===== config.mk =====
export PLATFORM = sky130hd
export DESIGN_NAME = bus_arbiter
export DESIGN_NICKNAME = d
export VERILOG_FILES = /design/src/rtl/bus_arb_pkg.sv /design/src/rtl/rr_pick.sv /design/src/rtl/bus_arbiter.sv
export SDC_FILE = /design/constraint.sdc
export NUM_CORES = 1
export LEC_CHECK = 0
export ABC_CLOCK_PERIOD_IN_PS = 4500
export CAP_MARGIN = 40
export CORE_MARGIN = 1.5
export CORE_UTILIZATION = 58
export CTS_CLUSTER_SIZE = 28
export DETAILED_ROUTE_END_ITERATION = 16
export DONT_BUFFER_PORTS = 1
export PLACE_DENSITY = 0.72
export RECOVER_POWER = 50
export SETUP_SLACK_MARGIN = 0.1
export SLEW_MARGIN = 20
export SYNTH_ARGS = -nofsm -noshare
export SYNTH_HDL_FRONTEND = slang
export SYNTH_SLANG_ARGS = --single-unit

===== constraint.sdc =====
create_clock -name clk -period 4.5 [get_ports clk]
set_input_delay 0.9 -clock clk [delete_from_list [all_inputs] [get_ports clk]]
set_output_delay 0.9 -clock clk [all_outputs]
set_load 0.05 [all_outputs]

===== src/rtl/bus_arb_pkg.sv =====
// Shared definitions for the bus arbiter: FSM state encoding, counter-width
// helper and the value the arbiter parks the bus at while idle.
// Latency: n/a (package). Backpressure: n/a.
package bus_arb_pkg;

  typedef enum logic [1:0] {
    S_IDLE  = 2'd0,
    S_GRANT = 2'd1,
    S_TURN  = 2'd2
  } arb_state_t;

  // clog2 that never returns 0, so a counter or index for a size of 1 still
  // gets a legal one-bit vector.
  function automatic int clog2_min1(input int n);
    return (n <= 1) ? 1 : $clog2(n);
  endfunction

  // Bit value replicated across dbus while the arbiter parks the bus.
  localparam logic PARK_BIT = 1'b0;

endpackage


===== src/rtl/rr_pick.sv =====
// Combinational round-robin picker: first set request bit searching upward
// from i_last+1 (mod N). Latency: 0 cycles. Backpressure: none.
// Ports: i_req (requests), i_last (previous winner), o_any (some request set),
//        o_idx (winning index, 0 when o_any=0).
module rr_pick #(
  parameter int N  = 4,
  parameter int IW = 2
) (
  input  logic [N-1:0]  i_req,
  input  logic [IW-1:0] i_last,
  output logic          o_any,
  output logic [IW-1:0] o_idx
);

  logic [IW-1:0] w_cand;

  // Offsets 1..N: the previous winner (offset N) is checked last, which is
  // what gives a preempted requester the lowest priority.
  always_comb begin
    o_any  = 1'b0;
    o_idx  = '0;
    w_cand = '0;
    for (int i = 1; i <= N; i++) begin
      w_cand = IW'((int'(i_last) + i) % N);
      if (!o_any && i_req[w_cand]) begin
        o_any = 1'b1;
        o_idx = w_cand;
      end
    end
  end

endmodule


===== src/rtl/bus_arbiter.sv =====
// Round-robin arbiter for a shared 3-state bus with max hold time and dead
// turnaround cycles. Latency: req in IDLE -> en on the next edge (1 cycle).
// Backpressure: a grant is held while req[owner] stays high, up to MAX_HOLD.
// Ports: clk, rst (sync, active-high), req[N] level requests, en[N] registered
//        one-hot-or-zero drive enables, owner (valid while busy), busy, dbus.
// Optional macro BUS_PARK_EN: arbiter drives dbus low while IDLE; otherwise
// dbus is never driven by the arbiter.
module bus_arbiter
  import bus_arb_pkg::*;
#(
  parameter int  N        = 4,
  parameter int  WIDTH    = 4,
  parameter int  MAX_HOLD = 8,
  parameter int  TURN     = 1,
  localparam int IW       = clog2_min1(N)
) (
  input  logic             clk,
  input  logic             rst,
  input  logic [N-1:0]     req,
  output logic [N-1:0]     en,
  output logic [IW-1:0]    owner,
  output logic             busy,
  inout  wire  [WIDTH-1:0] dbus
);

  localparam int HW = clog2_min1(MAX_HOLD);
  localparam int TW = clog2_min1(TURN);
  localparam logic [HW-1:0] HOLD_LAST = HW'(MAX_HOLD - 1);
  localparam logic [TW-1:0] TURN_LAST = TW'(TURN - 1);

  arb_state_t    r_state;
  arb_state_t    w_state_nxt;
  logic [N-1:0]  r_en;
  logic [IW-1:0] r_owner;
  logic [IW-1:0] r_last;
  logic [HW-1:0] r_hold;
  logic [TW-1:0] r_turn;

  logic          w_arb;      // arbitration happens at the coming edge
  logic          w_release;  // current grant ends at the coming edge
  logic          w_any;
  logic [IW-1:0] w_idx;

  rr_pick #(
    .N  (N),
    .IW (IW)
  ) u_rr_pick (
    .i_req  (req),
    .i_last (r_last),
    .o_any  (w_any),
    .o_idx  (w_idx)
  );

  always_comb begin
    w_state_nxt = r_state;
    w_arb       = 1'b0;
    w_release   = 1'b0;
    case (r_state)
      S_IDLE:  w_arb = 1'b1;
      // Expiry preempts even while the owner still requests.
      S_GRANT: w_release = !req[r_owner] || (r_hold == HOLD_LAST);
      // Only the last dead cycle arbitrates, so en stays low exactly TURN cycles.
      S_TURN:  w_arb = (r_turn == TURN_LAST);
      default: w_state_nxt = S_IDLE;
    endcase
    if (w_arb) begin
      w_state_nxt = w_any ? S_GRANT : S_IDLE;
    end else if (w_release) begin
      w_state_nxt = S_TURN;
    end
  end

  always_ff @(posedge clk) begin
    if (rst) begin
      r_state <= S_IDLE;
      r_en    <= '0;
      r_owner <= '0;
      r_last  <= IW'(N - 1);
      r_hold  <= '0;
      r_turn  <= '0;
    end else begin
      r_state <= w_state_nxt;
      if (w_arb && w_any) begin
        r_en    <= N'(1) << w_idx;
        r_owner <= w_idx;
        r_last  <= w_idx;
        r_hold  <= '0;
      end else if (r_state == S_GRANT) begin
        if (w_release) begin
          r_en   <= '0;
          r_turn <= '0;
        end else begin
          r_hold <= r_hold + 1'b1;
        end
      end else if (r_state == S_TURN) begin
        r_turn <= r_turn + 1'b1;
      end
    end
  end

  assign en    = r_en;
  assign owner = r_owner;
  assign busy  = |r_en;

`ifdef BUS_PARK_EN
  // Park driver lets go on the same edge en rises; the new owner drives a
  // cycle later, so the two never overlap.
  assign dbus = (r_state == S_IDLE) ? {WIDTH{PARK_BIT}} : {WIDTH{1'bz}};
`else
  assign dbus = {WIDTH{1'bz}};
`endif

endmodule


==> impl_results.md <==
- Mux cell area share after synthesis: 0.0528
- DR iter-0 viols: 16
- Setup Skew: about 0.0023 ns
- Antenna-violating nets left: 0
- Slew Limit Headroom: 0.596
- Final setup viols: 0
- Largest net degree at the start of global routing: 19
- Post-Syn Area: just over 800 um^2
- Hold Path Class: register to register
- Seq/Total Area, Yosys: 0.348
- Area grow syn2layout: 2.02%
- Die area: approximately 1600 um^2
- MaxCap Viol Count: 0
- Core area: about 1300 um^2
- GRT Total Usage: 0.200
- Maximum VDD drop: about 0.19 mV
- WP data required: between 3 and 4 ns
- Max stage delay on crit path: between 0.8 and 0.9 ns
- Worst-path fanout max: 3
- Yosys reg bits: 14
- Post-Route Setup TNS: 0 ns
- TritonCTS Sinks: 14
- Post-synth cell types: 34
- PD cells: ~430 nW/um^2
- Drt pass-1 iters: 4
- Resized Gates After CTS: 0
- Die Span Y: 40.3 um
- CTS buffer count: 3
- Tmin final: 2.52 ns
- Port bufs: 0
- Number of setup buffers added after CTS: 0
- Synth Area per Inst: 9.16 um^2
- Detail Placement HPWL: about 1100 um
- Clock root buffer: clkbuf_4
- DP Cell Count: 99
- CP Class: register to output pin
- GPL Wtd Cong: ~0.73
- N_diodes: 0
- Most frequent cells in the layout: dfxtp_1 (14), a21oi_1 (7), inv_1 (6)
- Clock buffer depth: 2
- CP top delay family: simple AND/OR/NAND/NOR gates
- Outcome: completed
- Fin area: 822 um^2
- Drt total wl: about 1500 um
- XOR/XNOR share of the synthesized area: 0.0109
- Clk slew on worst S/H paths: approximately 0.090 ns
- First-pass GRT wire length: between 2000 and 2500 um
- Synth Warn #: 0
- Worst-skew pair later-pin latency: 0.28 ns
- Area contributors post-synth: dfxtp_1 (35%), ha_1 (7.8%), nand4b_1 (5.4%)
- Slowest cell on the critical path: or4_1
- Final period util: 0.559
- Synthesized instance count: just under 90
- Final Slew Violations: 0
- Synth top area share: 0.348
- Critical Path, Cell by Cell: or4_1
- Tot Pwr: about 0.36 mW
- Leakage: 0.355 nW
- Initial antenna violation count: 0
- Crit end category: output pin
- Post-Synth Adder-Cell Area: 0.0776
- Placed Instance Area: roughly 800 um^2
- Simple-Gate Fraction of Synth Area: 0.247
- Die W: between 40 and 50 um
- Vias in the first global route: ~500
- Finished Layout Cells: around 100
- Nets: 100
- Largest family of logic cells by synthesized area: simple AND/OR/NAND/NOR gates
- I/O pin count: 17
- CTS tree: done
- Critical path arrival: ~1.6 ns
- Vias: between 600 and 700
- Worst-Margin Slew: 0.606 ns
- Worst Path Buf+Inv: 0
- Unrepaired setup endpoints after global routing: false
- Via-per-instance ratio: about 6.2
- Final core utilization: 0.632
- GRT Residual Overflow: 0
- Final Hold Violating Endpoints: 0
- Layout cell share with drive strength beyond 1: 0.102
- DRC: 0
- Starting density of the core: 0.619
- # rows: 13
- Fmax: ~400 MHz
- Yosys top cell by area: dfxtp_1
- Commonest non-fill, non-tap cell in the layout: dfxtp_1
- Post-synthesis compound-gate area fraction: 0.175
- H-tree depth: 1
- Hold_buf cts: 0
- Startpoint types: register
- Average wire per standard cell: approximately 15 um
[layout make-up]
type | count | area [um^2]
Sequential cell | 14 | 280
Tap cell | 15 | 18.8
Fill cell | 124 | 479
Multi-Input combinational cell | 64 | 464
Inverter | 6 | 22.5
Clock buffer | 4 | 36.3
[cell usage after synthesis (all sizes together)]
library cell / number
o21ai: 6
a211oi: 1
a31oi: 1
or3: 1
o21a: 1
nor4: 1
and2b: 1
a21bo: 1
nand2b: 3
nand3: 3
nor3: 5
a21oi: 7
nand2: 5
mux2i: 2
buf: 6
clkbuf: 1
a311o: 1
o41ai: 1
nor2: 3
nor3b: 1
conb: 1
ha: 5
or4: 1
mux4: 1
inv: 6
nand4b: 5
a211o: 1
xor2: 1
nor4bb: 1
a21o: 1
dfxtp: 14
[kinds of logic (layout without fill, tap and decap cells)]
group,after synthesis,count (layout)
AO/OA/AOI/OAI,21,21
XOR/XNOR,1,1
adder cells (fa/ha/maj),5,5
buffers and inverters,13,10
flip-flops,14,14
multiplexers,3,3
other,1,4
AND/OR/NAND/NOR,30,30
[path summary, 6_finish.rpt]
| kind | slack, ns | cells past startpoint | from | to |
|---|---|---|---|---|
| worst min register to register | 0.46 | 1 | r_turn$_SDFFE_PP0P_ | r_turn$_SDFFE_PP0P_ |
| worst max register to register | 2.58 | 4 | owner[0]$_SDFFE_PP0P_ | r_hold[1]$_SDFFE_PP0P_ |
| worst max-delay path | 1.98 | 1 | en[0]$_SDFFE_PP0P_ | busy |
| worst min-delay path | 0.46 | 1 | r_turn$_SDFFE_PP0P_ | r_turn$_SDFFE_PP0P_ |
[state kept, by name, indices dropped and copies added, names as in the netlist]
name     count
en           4
r_hold       3
owner        2
r_last       2
r_state      2
r_turn       1
[per-stage QoR]
stage	hold WS, ns	setup WS [ns]
after floorplan	0.433	2.30
after global placement	0.444	2.29
after detailed placement	0.449	2.29
after CTS	0.461	1.98
after global routing	0.508	1.95
final	0.459	1.98
[where the power goes]
group / internal, mW / total [mW] / leakage [nW] / switching [mW]
sequential: 0.138 / 0.175 / 0.115 / 0.0370
combinational: 0.0321 / 0.0901 / 0.219 / 0.0580
clock: 0.0492 / 0.0912 / 0.0210 / 0.0421
total: 0.219 / 0.356 / 0.355 / 0.137
[per-layer routing]
metal,share of wire,track usage
met1,0.46,0.242
met2,0.46,0.331
met3,0.064,0.0444
met4,0.012,0.100
met5,0,0
No activity file was read; power rests on OpenSTA's default activity.
